$ cat src/rtl/inst_fetch_queue_if.sv
// Fetch-to-decode handshake bundle for inst_fetch_queue.
// master = fetch/decode side driving the queue; slave = the queue itself.
interface inst_fetch_queue_if #(
  parameter int DEPTH  = 4,
  parameter int ADDR_W = 32,
  parameter int INST_W = 32
);
  logic                     valid_i;
  logic                     ready_o;
  logic [ADDR_W-1:0]        instAddr_i;
  logic [INST_W-1:0]        inst_i;
  logic                     jumpFlag_i;
  logic                     valid_o;
  logic                     ready_i;
  logic [ADDR_W-1:0]        instAddr_o;
  logic [INST_W-1:0]        inst_o;
  logic [$clog2(DEPTH):0]   count_o;

  modport master (
    output valid_i, instAddr_i, inst_i, jumpFlag_i, ready_i,
    input  ready_o, valid_o, instAddr_o, inst_o, count_o
  );

  modport slave (
    input  valid_i, instAddr_i, inst_i, jumpFlag_i, ready_i,
    output ready_o, valid_o, instAddr_o, inst_o, count_o
  );
endinterface

$ cat src/rtl/inst_fetch_queue.sv
// Decoupling FIFO between fetch and decode, flushed on jump/redirect.
// Optional INST_QUEUE_BYPASS_EN: zero-latency pass-through when the queue is empty.
module inst_fetch_queue #(
  parameter int DEPTH  = 4,
  parameter int ADDR_W = 32,
  parameter int INST_W = 32
) (
  input  logic              clk,
  input  logic              reset_n,
  inst_fetch_queue_if.slave q
);
  localparam int PW = $clog2(DEPTH);
  localparam int CW = PW + 1;
  localparam logic [CW-1:0] FULL = CW'(DEPTH);

  logic [PW-1:0]     rd_ptr, wr_ptr;
  logic [CW-1:0]     count;
  logic [ADDR_W-1:0] addr_mem [DEPTH];
  logic [INST_W-1:0] inst_mem [DEPTH];

  logic empty, push, pop, wr_en;

  assign empty     = (count == '0);
  // ready depends only on occupancy: a pop while full does not open a slot this cycle
  assign q.ready_o = (count != FULL);
  assign q.count_o = count;
  assign push      = q.valid_i & q.ready_o & ~q.jumpFlag_i;
  assign pop       = ~empty & ~q.jumpFlag_i & q.ready_i;

`ifdef INST_QUEUE_BYPASS_EN
  logic bypass;
  assign bypass       = empty & q.valid_i & ~q.jumpFlag_i;
  // a bypassed entry taken by decode this cycle never touches storage
  assign wr_en        = push & ~(bypass & q.ready_i);
  assign q.valid_o    = (~empty | q.valid_i) & ~q.jumpFlag_i;
  assign q.instAddr_o = bypass ? q.instAddr_i : (empty ? '0 : addr_mem[rd_ptr]);
  assign q.inst_o     = bypass ? q.inst_i     : (empty ? '0 : inst_mem[rd_ptr]);
`else
  assign wr_en        = push;
  assign q.valid_o    = ~empty & ~q.jumpFlag_i;
  assign q.instAddr_o = empty ? '0 : addr_mem[rd_ptr];
  assign q.inst_o     = empty ? '0 : inst_mem[rd_ptr];
`endif

  always_ff @(posedge clk or negedge reset_n) begin
    if (!reset_n) begin
      rd_ptr <= '0;
      wr_ptr <= '0;
      count  <= '0;
    end else if (q.jumpFlag_i) begin
      rd_ptr <= '0;
      wr_ptr <= '0;
      count  <= '0;
    end else begin
      if (wr_en) wr_ptr <= wr_ptr + PW'(1);
      if (pop)   rd_ptr <= rd_ptr + PW'(1);
      case ({wr_en, pop})
        2'b10:   count <= count + CW'(1);
        2'b01:   count <= count - CW'(1);
        default: count <= count;
      endcase
    end
  end

  // storage is not reset; reads are gated by count
  always_ff @(posedge clk) begin
    if (wr_en) begin
      addr_mem[wr_ptr] <= q.instAddr_i;
      inst_mem[wr_ptr] <= q.inst_i;
    end
  end
endmodule

$ cat src/flat_wrapper.sv
// flat-port wrapper written by rule: the top's interface ports become plain ports
module inst_fetch_queue_flat 
#(
  parameter int DEPTH  = 4,
  parameter int ADDR_W = 32,
  parameter int INST_W = 32
)
  (clk, reset_n, q_valid_i, q_instAddr_i, q_inst_i, q_jumpFlag_i, q_ready_i, q_ready_o, q_valid_o, q_instAddr_o, q_inst_o, q_count_o);
  inst_fetch_queue_if #(.DEPTH(DEPTH), .ADDR_W(ADDR_W), .INST_W(INST_W)) q_i ();
  input  logic clk;
  input  logic reset_n;
  input wire logic [$bits(q_i.valid_i)-1:0] q_valid_i;
  input wire logic [$bits(q_i.instAddr_i)-1:0] q_instAddr_i;
  input wire logic [$bits(q_i.inst_i)-1:0] q_inst_i;
  input wire logic [$bits(q_i.jumpFlag_i)-1:0] q_jumpFlag_i;
  input wire logic [$bits(q_i.ready_i)-1:0] q_ready_i;
  output wire logic [$bits(q_i.ready_o)-1:0] q_ready_o;
  output wire logic [$bits(q_i.valid_o)-1:0] q_valid_o;
  output wire logic [$bits(q_i.instAddr_o)-1:0] q_instAddr_o;
  output wire logic [$bits(q_i.inst_o)-1:0] q_inst_o;
  output wire logic [$bits(q_i.count_o)-1:0] q_count_o;
  assign q_i.valid_i = q_valid_i;
  assign q_i.instAddr_i = q_instAddr_i;
  assign q_i.inst_i = q_inst_i;
  assign q_i.jumpFlag_i = q_jumpFlag_i;
  assign q_i.ready_i = q_ready_i;
  assign q_ready_o = q_i.ready_o;
  assign q_valid_o = q_i.valid_o;
  assign q_instAddr_o = q_i.instAddr_o;
  assign q_inst_o = q_i.inst_o;
  assign q_count_o = q_i.count_o;
  inst_fetch_queue #(.DEPTH(DEPTH), .ADDR_W(ADDR_W), .INST_W(INST_W)) u_core (.clk(clk), .reset_n(reset_n), .q(q_i));
endmodule
$ cat config.mk
export PLATFORM = sky130hd
export DESIGN_NAME = inst_fetch_queue_flat
export DESIGN_NICKNAME = d
export VERILOG_FILES = /design/src/rtl/inst_fetch_queue_if.sv /design/src/rtl/inst_fetch_queue.sv /design/src/flat_wrapper.sv
export SDC_FILE = /design/constraint.sdc
export NUM_CORES = 1
export LEC_CHECK = 0
export BUFFER_PORTS_ARGS = -buffer_cell sky130_fd_sc_hd__buf_2
export CORE_MARGIN = 3
export CORE_UTILIZATION = 30
export CTS_CLUSTER_DIAMETER = 30
export DETAILED_ROUTE_END_ITERATION = 12
export HOLD_SLACK_MARGIN = 0.05
export PLACE_DENSITY_LB_ADDON = 0.3
export SKIP_LAST_GASP = 1
export SYNTH_ARGS = -nofsm -noshare
export SYNTH_HDL_FRONTEND = slang
export SYNTH_SLANG_ARGS = --single-unit
$ cat constraint.sdc
create_clock -name clk -period 3.1 [get_ports clk]
set_input_delay 0.465 -clock clk [delete_from_list [all_inputs] [get_ports clk]]
set_output_delay 0.465 -clock clk [all_outputs]
set_load 0.01 [all_outputs]
[Word level (Yosys, flattened, before mapping)]
Memories as Yosys holds them, arrays and structs flattened.
Index checks and enable logic that the tools add are counted.
Storage, ports and cells
  latch bits: 0
  output and inout port bits: 69
  bits in read-only memories: 0
  word-level logic and storage cells: 32
  input bits: 69
  memory bits (writable): 256
  memories: 2
  register bits after elaboration: 7
Operators by class
  multiplexer cells: 10
  bitwise logic cells: 6
  shift operators: 0
  multiply operators: 0
  equal/unequal tests: 3
  add/subtract/negate cells: 4
  reductions and logical operators: 4
  div/mod/pow operators: 0
  order comparisons: 0
Memories
  u_core.addr_mem: words 4, bits a word 32, rd ports 1, clocked after memory_dff 0, wr ports 1, RTL line inst_fetch_queue.sv:18  | logic [ADDR_W-1:0] addr_mem [DEPTH];
  u_core.inst_mem: words 4, bits a word 32, rd ports 1, clocked after memory_dff 0, wr ports 1, RTL line inst_fetch_queue.sv:19  | logic [INST_W-1:0] inst_mem [DEPTH];
Operators with widths (count)
  $mux W32: 2
  $mux W2: 4
  $pmux W3 S2: 1
  $add A2 B1 Y2 const B: 2
  $and A1 B1 Y1: 4
  $reduce_bool A2 Y1: 2
  $add A3 B1 Y3 const B: 1
  $logic_not A3 Y1: 1
  $mux W3: 1
  $ne A3 B3 Y1 const B: 1
  $reduce_bool A3 Y1: 1
  $sub A3 B1 Y3 const B: 1
  $eq A2 B1 Y1 const B: 1
  $eq A2 B2 Y1 const B: 1
  $mux W1: 2
  $not A1 Y1: 2

[Longest topological paths before layout]
Gate-level depths: netlist of the first run.
  word-level depth: 7
  depth in mapped cells: 8
  mapped depth without buffers: 7

[Least setup slack after synthesis of the first run]
No wires, ideal clock.
  kind: register to register
  start point: register u_core.count[0], in the netlist u_core.q.count_o[0]
  end point: memory u_core.addr_mem[0][0], enable pin
  path buffers: 0
  period minus slack after synthesis: 2.987 ns
  data required time: 2.671 ns
  library setup time: 0.429 ns
  data arrival time: 2.558 ns
  slack: 0.113 ns
  stages on the path, launching flop included: 5
  cell sequence: dfrtp_1 -> or3b_1 -> nand2_1 -> nor2_1 -> and2_1
On the way
  longest elaborated chain between the ends: 5
Ends and longest elaborated chain
  from (decl): RTL line inst_fetch_queue.sv:17  | logic [CW-1:0] count;
  from (signal assigned): RTL line inst_fetch_queue.sv:58  | 2'b10: count <= count + CW'(1);
  from (signal assigned): RTL line inst_fetch_queue.sv:59  | 2'b01: count <= count - CW'(1);
  from (signal assigned): RTL line inst_fetch_queue.sv:60  | default: count <= count;
  $ne A3 B3 Y1: RTL line inst_fetch_queue.sv:25  | assign q.ready_o = (count != FULL);
  named net q_ready_o: RTL line flat_wrapper.sv:17  | output wire logic [$bits(q_i.ready_o)-1:0] q_ready_o;
  $and A1 B1 Y1 (2 in a row): RTL line inst_fetch_queue.sv:27  | assign push = q.valid_i & q.ready_o & ~q.jumpFlag_i;
  $mux W1: RTL line inst_fetch_queue.sv:67  | if (wr_en) begin
  $mux W1 (implied by the code): RTL line inst_fetch_queue.sv:68  | addr_mem[wr_ptr] <= q.instAddr_i;
  to (decl): RTL line inst_fetch_queue.sv:18
The timed path passes the listed nets, and every way through them passes these cells.

[Final worst setup path of the first run]
  start point: register u_core.count[0], in the netlist u_core.q.count_o[0]
  end point: output port q_instAddr_o[21]
On the way
  longest elaborated chain between the ends: 2
Ends and longest elaborated chain
  $logic_not A3 Y1: RTL line inst_fetch_queue.sv:23  | assign empty = (count == '0);
  $mux W32: RTL line inst_fetch_queue.sv:41  | assign q.instAddr_o = empty ? '0 : addr_mem[rd_ptr];
  to (decl): RTL line flat_wrapper.sv:19  | output wire logic [$bits(q_i.instAddr_o)-1:0] q_instAddr_o;
Every way passes these cells.

==> results.md, run 1 <==
* R2R Setup Slk at 640 ps
* Crit Path Category: reg -> out
* Die width at between 150 and 200 um
* Sw Share at 0.225
* Final period util at 0.910
* 1st-iter DRT viols at 225
* Worst reg-to-reg path cell count at 7
* Critical Path RT at 2630 ps
* Reg-to-reg critical path startpoint: u_core.q.count_o[0]$_DFFE_PN0P_
* Pins Over Slew Limit at 0
* IR drop worst, VDD at around 0.4 mV
* Clock Skew at 14.3 ps
* Most frequent cells in the layout: edfxtp_1, buf_2, mux4_2, and2_1, clkbuf_16
* Leakage power at approximately 4.7 nW
* Post-synthesis instance total at approximately 470
* RR Endpoint: u_core.q.count_o[1]$_DFFE_PN0P_
* Dpl cells at about 1.0k
* Power density over the cells at around 790 mW/mm^2
* Critical path origin: u_core.q.count_o[0]$_DFFE_PN0P_
* Total core area at 0.0330 mm^2
* Adder-cell area share of the yosys netlist at 0.00687
* Worst-path maximum fanout at 43
* Slew margin rel. at 0.694
* Max Buffers Root-to-Sink at 3
* Initial antenna violation count at 3
* Final Hold Vio Count at 0
* CTS sink count at about 260
* Fin cells at roughly 1.2k
* Setup violations, final at 0
* Avg Cell Area, Syn at around 22 um^2
* Total CTS buffers at 56
* Post-route cell area at ~0.013 mm^2
* Status: finished, final reports clean
* Post-DRT Antenna Nets at 0
* Worst-Margin Slew at about 460 ps
* Yosys reg bits at around 260
* All-Layer GR Usage at 0.126
* Multiplexer share of the synthesized area at 0.142
* Later-pin clock latency in the skew report at between 500 and 600 ps
* Clk Tree Root Cell: clkbuf_16
* TritonRoute pass-1 iters at 4
* Global route overflow at 0
* I/O pin count at around 140
* RSZ-0062 raised after global routing: no
* Mapped cell area at between 0.01 and 0.015 mm^2
* DRC viols at 0
* Initial core utilization at 0.309
* Layout Nets at roughly 740
* Via density at roughly 4.6
* Netlist cell types at 31
* Placed instance area at approximately 0.011 mm^2
* RePlAce Congestion at ~0.67
* Switching power at roughly 2.4 mW
* Global-route wire length before repair at 35000 um
* Xor/xnor share of the synthesized area at 0.00344
* Share of post-route cells with drive strength above 1 at 0.453
* Highest Clock Rate at approximately 0.35 GHz
* I/O Buffers at 137
* Die area at approximately 0.036 mm^2
* Post-synth net total at around 540
* Setup total negative slack at 0 ps
* Combinational family with the most area after synthesis: multiplexers
* Seq/Total Area, Yosys at 0.771
* HPWL Detailed at between 10000 and 15000 um
* P&R area growth vs syn at 32.0%
* Hold-critical path depth at 1
* Largest net degree at the start of global routing at 43
* Vias in the first global route at just under 6k
* Critical path arrival at between 2000 and 2500 ps
* Hold_sp: q_instAddr_i[26]
* Final Critical Period at ~2800 ps
* CTS tree: yes
* Pint at just over 8 mW
* Simple-gate portion of the synthesized area at 0.0546
* Via Count at 5269
* Nature of the critical path endpoint: output pin
* Post-synthesis compound-gate area fraction at 0.00638
* Hold Crit Class: in -> reg
* Number of max-cap violations at 0
* Die height at between 150 and 200 um
* Clock slew at reported path FFs at about 50 ps
* Post-layout util at 0.407
* Reg power frac at 0.383
* Drt total wl at about 23000 um
* # H-tree levels at 2
* Clock power frac at 0.537
* Wire per inst at 19.5 um
* Floorplan row count at 66
* Startpoint Class: register
* Combinational fraction of design power at 0.080
* Syn. warnings at 0
* Worst hold endpoint: u_core.addr_mem[3][26]$_DFFE_PP_
* Commonest non-fill, non-tap cell in the layout: edfxtp_1
[metal layers]
metal  track usage  wire length, um
met1         0.160             9500
met2         0.210            11000
met4        0.0421              478
met5             0               23
met3        0.0353             1530
[Yosys cell counts]
cell	n	area, um^2
nor2b_1	1	6.26
mux2_1	1	11.3
or3_1	2	12.5
a31oi_1	1	6.26
nor2_1	8	30.0
a21o_1	1	7.51
and2_1	68	425
edfxtp_1	256	7690
buf_6	5	56.3
nand2_1	6	22.5
dfrtp_1	7	175
o21ai_0	2	10.0
o311a_1	1	10.0
nand2b_1	1	6.26
o221ai_1	1	8.76
xor2_1	2	17.5
a21oi_1	3	15.0
ha_1	4	50.1
mux4_2	64	1440
fa_1	1	20.0
nand3b_1	1	7.51
xnor2_1	2	17.5
clkbuf_1	9	33.8
inv_1	2	7.51
or3b_1	1	8.76
buf_4	2	15.0
nand3_1	4	20.0
buf_2	8	40.0
nor3b_1	1	7.51
nor3_1	2	10.0
o21bai_1	1	7.51
[worst max-delay path: stages, from the launching register on]
cell and delay [ps]:
dfrtp_1 490, or3_4 580, buf_4 340, and2_1 230, buf_2 140
[power by group through the flow]
stage	Sequential, mW	Combinational, mW	Clock, mW
after global placement	4.14	0.810	0
after CTS	4.09	0.838	5.85
after detailed placement	4.15	0.832	0
after global routing	4.08	0.935	6.05
after floorplan	4.12	0.507	0
final	4.07	0.847	5.71
[state kept, by name, indices dropped and copies added (netlist names)]
name	cells
u_core.addr_mem	128
u_core.inst_mem	128
u_core.q.count_o	3
u_core.rd_ptr	2
u_core.wr_ptr	2
[repair_timing]
action | CTS | global route
hold buffers | 1 | 0
hold endpoints to repair | 7 | 0
gates resized for setup | 1 | 0
gates cloned | 0 | 0
setup buffers | 0 | 12
setup endpoints to repair | 41 | 3
[cells by family (layout without fill, tap and decap cells)]
logic type / after synthesis / in the layout
simple gates: 95 / 95
compound gates: 10 / 10
flops: 263 / 263
xor+xnor: 4 / 4
buf+inv: 26 / 269
other cells: 0 / 1
mux: 65 / 65
fa+ha+maj: 5 / 5
[how the worst max path moves through the flow]
stage,to,cells after the start
final,q_instAddr_o[21],4
after global routing,q_instAddr_o[21],4
after CTS,q_inst_o[24],4
after floorplan,u_core.addr_mem[0][0]$_DFFE_PP_,4
after global placement,q_inst_o[0],4
after detailed placement,u_core.q.count_o[1]$_DFFE_PN0P_,7
[metrics by stage]
| stage | power (mW) | worst slack, ps | hold slack [ps] |
|---|---|---|---|
| 4_1_cts | 10.8 | 53.8 | 90.1 |
| 6_report | 10.6 | 278 | 125 |
| 3_3_place_gp | 4.95 | 648 | 323 |
| 2_1_floorplan | 4.63 | 113 | 169 |
| 3_5_place_dp | 4.98 | 457 | 318 |
| 5_1_grt | 11.1 | 127 | 103 |
[layout make-up]
| class | instances | area [um^2] |
|---|---|---|
| Fill cell | 3034 | 19600 |
| Sequential cell | 263 | 7870 |
| Multi-Input combinational cell | 179 | 2190 |
| Clock buffer | 65 | 1460 |
| Timing Repair Buffer | 163 | 971 |
| Tap cell | 442 | 553 |
| Clock inverter | 39 | 404 |
| Inverter | 2 | 7.51 |
| Antenna cell | 1 | 2.50 |
Note: power is estimated with default switching activity, not from simulation.
==> run 2, diff against run 1 <==
--- a/config.mk
+++ b/config.mk
@@ -5,13 +5,12 @@
 export SDC_FILE = /design/constraint.sdc
 export NUM_CORES = 1
 export LEC_CHECK = 0
-export BUFFER_PORTS_ARGS = -buffer_cell sky130_fd_sc_hd__buf_2
+export BUFFER_PORTS_ARGS = -buffer_cell sky130_fd_sc_hd__buf_4
 export CORE_MARGIN = 3
 export CORE_UTILIZATION = 30
 export CTS_CLUSTER_DIAMETER = 30
 export DETAILED_ROUTE_END_ITERATION = 12
 export HOLD_SLACK_MARGIN = 0.05
-export PLACE_DENSITY_LB_ADDON = 0.3
 export SKIP_LAST_GASP = 1
 export SYNTH_ARGS = -nofsm -noshare
 export SYNTH_HDL_FRONTEND = slang
==> constraint.sdc (replaced) <==
create_clock -name clk -period 2.6 [get_ports clk]
set_input_delay 0.39 -clock clk [delete_from_list [all_inputs] [get_ports clk]]
set_output_delay 0.39 -clock clk [all_outputs]
set_load 0.01 [all_outputs]
==> run 2 against run 1 <==
Sequential cell count is the same. Via count increased by 2.2%. Non-clock buffer count grew 56. Sequential share of layout area fell by 4.1 points. Sequential power grew 19%. Die area unchanged.
==> results.md, run 2 (same netlist as run 1, synthesis figures left out) <==
* Met2 Usage GRT at 0.211 (+0.00125)
* Initial antenna violation count at 0 (-3)
* Worst-path maximum fanout at 66 (+53%)
* Worst-Margin Slew at 441 ps (-18.4 ps)
* Critical Path RT at 2210 ps (-420 ps)
* Most frequent cells in the layout: edfxtp_1, buf_4, dlygate4sd3_1, mux4_2, and2_1
* Met1 Use GR at 0.146 (-0.0142)
* Pins Over Slew Limit at 0 (unchanged)
* Layout Nets at 795 (+7.6%)
* Gr busiest metal: met2
* Wire per inst at 18.2 um (-7.0%)
* Crit Path Category: reg -> out
* Floorplan row count at 66 (unchanged)
* Initial core utilization at 0.309 (unchanged)
* CTS sink count at 263 (unchanged)
* Met3 Usage GRT at 0.0322 (-0.00313)
* Later-pin clock latency in the skew report at 540 ps (about the same)
* RSZ-0062 raised after global routing: yes
* Post-DRT Antenna Nets at 0 (unchanged)
* Number of filler instances in the final layout at 2872 (-5.3%)
* Setup total negative slack at 0 ps (unchanged)
* I/O pin count at 138 (unchanged)
* Vias in the first global route at 6108 (+3.1%)
* Final period util at 0.974
* Global-route wire length before repair at 33900 um (-3.3%)
* Clock slew at reported path FFs at 50 ps (about the same)
* IR drop worst, VDD at 0.534 mV (+37%)
* Commonest non-fill, non-tap cell in the layout: edfxtp_1
* Via Count at 5384 (+2.2%)
* Highest Clock Rate at slightly below 0.4 GHz
* I/O Buffers at 137 (unchanged)
* 1st-iter DRT viols at 209 (-7.1%)
* Area of the multi-input gates at 0.00219 mm^2 (about the same)
* TritonRoute pass-1 iters at 4 (unchanged)
* Placed instance area at 0.0118 mm^2 (+2.7%)
* Clock Skew at 15.1 ps (+0.760 ps)
* CTS tree: yes
* Critical path arrival at 2140 ps (-220 ps)
* Number of max-cap violations at 0 (unchanged)
* Drt total wl at 22000 um (-2.6%)
* Leakage power at 5.06 nW (+6.8%)
* Tot Pwr at 12.8 mW (+21%)
* Hold Crit Class: in -> reg
* Slew margin rel. at 0.706 (+0.0123)
* N_diodes at 0 (-1)
* Die area at 0.0362 mm^2 (unchanged)
* Die height at 190 um (unchanged)
* Max Buffers Root-to-Sink at 3 (unchanged)
* Post-route cell area at 0.0145 mm^2 (+7.5%)
* Total CTS buffers at 56 (unchanged)
* Fin cells at 1209 (+4.8%)
* Via density at 4.45 (-2.5%)
* Dpl cells at 1032 (-0.39%)
* Share of post-route cells with drive strength above 1 at 0.412 (-0.0409)
* Final Hold Vio Count at 0 (unchanged)
* Die width at 190 um (unchanged)
* # H-tree levels at 2 (unchanged)
* Largest net degree at the start of global routing at 67 (+56%)
* Startpoint Class: register
* Storage cell area at 0.00787 mm^2 (about the same)
* DRC viols at 0 (unchanged)
* Nature of the critical path endpoint: output pin
* RePlAce Congestion at 0.728 (+8.7%)
* Total core area at 0.0330 mm^2 (unchanged)
* Setup violations, final at 0 (unchanged)
* P&R area growth vs syn at 42.0%
* Clk Tree Root Cell: clkbuf_16
* Global route overflow at 0 (unchanged)
* Final Critical Period at about 2500 ps
* All-Layer GR Usage at 0.121 (-0.00469)
* Status: finished, final reports clean
* Power density over the cells at 887 mW/mm^2 (+12%)
[run 2: changes by cell type in the layout (fill, tap and decap cells not counted), sizes merged]
cell         previous run  this run
dlygate4sd3             1        65
buf                   162       153
clkinv                 17        26
clkbuf                 65        61
inv                    12         8
bufinv                  5         6
clkinvlp                7         6
diode                   1         0
[run 2: per-stage QoR]
stage	hold slack, ps	worst slack, ps	util
floorplan	94.4	313	-
global placement	210	310	0.357
detailed placement	216	285	0.357
CTS	66.3	-33.2	0.437
global route	95.0	-33.1	0.438
finish	103	66.6	0.438
[run 2: worst paths after layout]
check | from | endpoint | slack [ps] | cells after the start
max | u_core.q.count_o[0]$_DFFE_PN0P_ | q_instAddr_o[19] | 70 | 4
min | q_jumpFlag_i | u_core.wr_ptr[0]$_DFFE_PN0P_ | 100 | 2
max reg2reg | u_core.q.count_o[0]$_DFFE_PN0P_ | u_core.q.count_o[1]$_DFFE_PN0P_ | 270 | 7
min reg2reg | u_core.wr_ptr[1]$_DFFE_PN0P_ | u_core.wr_ptr[1]$_DFFE_PN0P_ | 590 | 2
max in group asynchronous | reset_n | u_core.rd_ptr[0]$_DFFE_PN0P_ | 2190 | 2
min in group asynchronous | reset_n | u_core.wr_ptr[0]$_DFFE_PN0P_ | 260 | 2
[run 2: per-layer routing]
| metal | vias to the layer above | routed length, um | part of all wire |
|---|---|---|---|
| li1 | 2430 | - | - |
| met1 | 2774 | 9280 | 0.42 |
| met2 | 141 | 11100 | 0.51 |
| met3 | 39 | 1050 | 0.048 |
| met4 | 0 | 511 | 0.023 |
| met5 | - | 0 | 0 |
[run 2: critical path, cell delays in order, from the launching register on]
cell and delay (ps):
dfrtp_2 470, or3_2 550, buf_12 230, and2_1 190
buf_4 140
[run 2: area by class of cell]
| class | count | area share |
|---|---|---|
| inverters | 2 | 0.000519 |
| clock buffers | 60 | 0.0993 |
| flip-flops and latches | 263 | 0.544 |
| clock inverters | 44 | 0.0289 |
| well taps | 442 | 0.0382 |
| repair buffers | 219 | 0.138 |
| multi-input cells | 179 | 0.152 |
[run 2: report_power, final]
group          leakage (nW)  total (mW)  internal, mW  switching (mW)
Clock                 0.891        6.76          4.58            2.18
Combinational          1.76        1.22         0.670           0.554
Sequential             2.41        4.85          4.81          0.0419
Total                  5.06        12.8          10.1            2.78
[run 2: repair_timing]
action / CTS / global route
hold buffers: 65 / 0
pin swaps: 0 / 0
gates cloned: 2 / 1
setup buffers: 3 / 4
gates resized for setup: 9 / 4
endpoints found under the hold margin: 263 / 0
endpoints found under the setup margin: 65 / 42
==> run 3, diff against run 2 <==
--- a/config.mk
+++ b/config.mk
@@ -11,6 +11,7 @@
 export CTS_CLUSTER_DIAMETER = 30
 export DETAILED_ROUTE_END_ITERATION = 12
 export HOLD_SLACK_MARGIN = 0.05
+export MAX_ROUTING_LAYER = met4
 export SKIP_LAST_GASP = 1
 export SYNTH_ARGS = -nofsm -noshare
 export SYNTH_HDL_FRONTEND = slang
==> constraint.sdc (replaced) <==
create_clock -name clk -period 2.6 [get_ports clk]
set_input_delay 0.52 -clock clk [delete_from_list [all_inputs] [get_ports clk]]
set_output_delay 0.52 -clock clk [all_outputs]
set_load 0.01 [all_outputs]
==> run 3 against run 2 <==
The run now ends with setup timing left. Global-route usage is 1.1 points higher. First-iteration DRC count is 17% higher. Fmax is 4.4% lower. Combinational power is 19% higher. Final cell count is 4.1% lower. Register-to-register slack better by 80 ps. Clock power is 2% higher. Sequential power hardly changed.
==> results.md, run 3 (same netlist as run 1, synthesis figures left out) <==
* All-Layer GR Usage at 0.132 (+0.0106)
* Via Count at 5241 (-2.7%)
* Status: finished with violations
* Critical path arrival at 2130 ps (about the same)
* Clock power frac at 0.523 (-0.003)
* Wire per inst at 20.1 um (+11%)
* Critical Path RT at 2080 ps (-130 ps)
* Post-route cell area at 0.0145 mm^2 (+0.15%)
* Pins Over Slew Limit at 0 (unchanged)
* TritonRoute pass-1 iters at 6 (+2)
* Sw Share at 0.218 (+0.00142)
* Die area at 0.0362 mm^2 (unchanged)
* Die height at 190 um (unchanged)
* Placed instance area at 0.0119 mm^2 (+1.0%)
* Highest Clock Rate at 0.377 GHz (-4.4%)
* Clock slew at reported path FFs at 50 ps (about the same)
* Layout Nets at 745 (-6.3%)
* RSZ-0062 raised after global routing: yes
* Drt total wl at 23300 um (+6.2%)
* Final Hold Vio Count at 0 (unchanged)
* Commonest non-fill, non-tap cell in the layout: edfxtp_1
* Share of post-route cells with drive strength above 1 at 0.534 (+0.122)
* Largest net degree at the start of global routing at 31 (-54%)
* DRC viols at 0 (unchanged)
* Pint at 10.3 mW (+2.7%)
* Switching power at 2.87 mW (+3.5%)
* CTS tree: yes
* Vias in the first global route at 6057 (-0.83%)
* CP Cell Sequence: buf_8, clkbuf_16, mux4_2, and2_1, buf_4
* Via density at 4.52 (+1.5%)
* Post-layout util at 0.439 (+0.000644)
* Slowest-stage cell, CP: mux4_2
* Power density over the cells at 910 mW/mm^2 (+2.7%)
* Global-route wire length before repair at 35100 um (+3.6%)
* Worst-Margin Slew at 388 ps (-52.7 ps)
* Slew margin rel. at 0.741 (+0.0351)
* Initial antenna violation count at 0 (unchanged)
* Setup violations, final at 50 (+50)
* I/O Buffers at 137 (unchanged)
* Max Buffers Root-to-Sink at 3 (unchanged)
* RePlAce Congestion at 0.776 (+6.6%)
* Leakage power at 5.06 nW (about the same)
* HPWL Detailed at about 14000 um
* Floorplan row count at 66 (unchanged)
* CP peak stage delay at 490 ps (-60 ps)
* Most frequent cells in the layout: edfxtp_1, buf_4, mux4_2, clkbuf_16, and2_4
* Die width at 190 um (unchanged)
* N_diodes at 0 (unchanged)
* Number of filler instances in the final layout at 2850 (-0.77%)
* Final WS setup at -50.4 ps (-117 ps)
* Final period util at 1.02 (+0.0450)
* WHS at 173 ps (+70.5 ps)
* Worst-path maximum fanout at 7 (-89%)
* Startpoint Class: register
* Post-DRT Antenna Nets at 0 (unchanged)
* Total core area at 0.0330 mm^2 (unchanged)
* CTS sink count at 263 (unchanged)
* Clk Tree Root Cell: clkbuf_16
* DP Worst Slack at 301 ps (+15.4 ps)
* Crit Path Category: reg -> out
* Later-pin clock latency in the skew report at 550 ps (about the same)
* P&R area growth vs syn at 42.2%
* Global route overflow at 0 (unchanged)
* 1st-iter DRT viols at 245 (+17%)
* Hold Crit Class: in -> reg
* I/O pin count at 138 (unchanged)
* Final Critical Period at 2650 ps (+117 ps)
* Nature of the critical path endpoint: output pin
* Clock Skew at 25.3 ps (+10.2 ps)
* Reg power frac at 0.368 (-0.010)
* IR drop worst, VDD at 0.593 mV (+11%)
* Failing checks: setup timing
* Total CTS buffers at 55 (-1.8%)
* Initial core utilization at 0.309 (unchanged)
* # H-tree levels at 2 (unchanged)
* Combinational fraction of design power at 0.110 (+0.015)
* Number of max-cap violations at 0 (unchanged)
==> run 3: cell count changes in the layout (fill, tap and decap cells not counted), sizes merged <==
cell         previous run  this run
clkinv                 26        17
dlygate4sd3            65         1
clkinvlp                6         7
bufinv                  6         7
buf                   153       167
clkbuf                 61        67
inv                     8         9
==> run 3: routing by layer <==
layer,routed length (um),up-vias,GRT usage,share of wire
li1,-,2324,-,-
met4,746,0,0.0500,0.032
met2,12200,153,0.228,0.52
met1,9010,2708,0.146,0.39
met3,1430,56,0.0368,0.061
met5,0,-,-,0
==> run 3: power by group through the flow <==
stage / Combinational [mW] / Sequential, mW / Clock, mW
6_report: 1.45 / 4.85 / 6.90
4_1_cts: 1.33 / 4.85 / 7.04
5_1_grt: 1.56 / 4.86 / 7.27
3_5_place_dp: 1.12 / 4.93 / 0
3_3_place_gp: 1.10 / 4.92 / 0
2_1_floorplan: 0.605 / 4.91 / 0
==> run 3: cell type report <==
type | count | area [um^2] | share of cell area
multi-input combinational | 179 | 2330 | 0.161
sequential | 263 | 7870 | 0.543
timing repair buffer | 170 | 1850 | 0.127
inverter | 2 | 7.51 | 0.000518
tap | 442 | 553 | 0.0382
clock buffer | 65 | 1450 | 0.0997
clock inverter | 38 | 445 | 0.0307
==> run 3: repair_timing <==
action / 4_1_cts / 5_1_grt
endpoints found under the setup margin: 65 / 64
pin swaps: 1 / 5
setup buffers: 7 / 1
gates cloned: 5 / 2
endpoints found under the hold margin: 7 / 0
resized for setup: 48 / 77
hold buffers: 1 / 0
==> run 3: final timing paths <==
kind                                                     to  slack [ps]                            start  cells past startpoint
max                                         q_instAddr_o[1]         -50     u_core.rd_ptr[0]$_DFFE_PN0P_                      5
min                        u_core.inst_mem[0][24]$_DFFE_PP_         170                     q_inst_i[24]                      1
max reg2reg                 u_core.q.count_o[1]$_DFFE_PN0P_         350  u_core.q.count_o[2]$_DFFE_PN0P_                      7
min reg2reg                    u_core.wr_ptr[1]$_DFFE_PN0P_         590     u_core.wr_ptr[1]$_DFFE_PN0P_                      2
max in group asynchronous      u_core.rd_ptr[1]$_DFFE_PN0P_        2040                          reset_n                      2
min in group asynchronous   u_core.q.count_o[2]$_DFFE_PN0P_         410                          reset_n                      2
==> run 3: per-stage QoR <==
| step | TNS [ps] | total power, mW | cells |
|---|---|---|---|
| floorplan | 0 | 5.52 | 468 |
| global placement | 0 | 6.02 | 1041 |
| detailed placement | 0 | 6.05 | 1041 |
| CTS | -3400 | 13.2 | 1156 |
| global route | -5870 | 13.7 | 1159 |
| finish | -1050 | 13.2 | 1159 |
==> run 3: critical path: cells and delay by family, from the launching register on <==
family / cells / cell delay, ps
buf+inv: 3 / 470
flops: 1 / 470
mux: 1 / 490
simple gates: 1 / 170
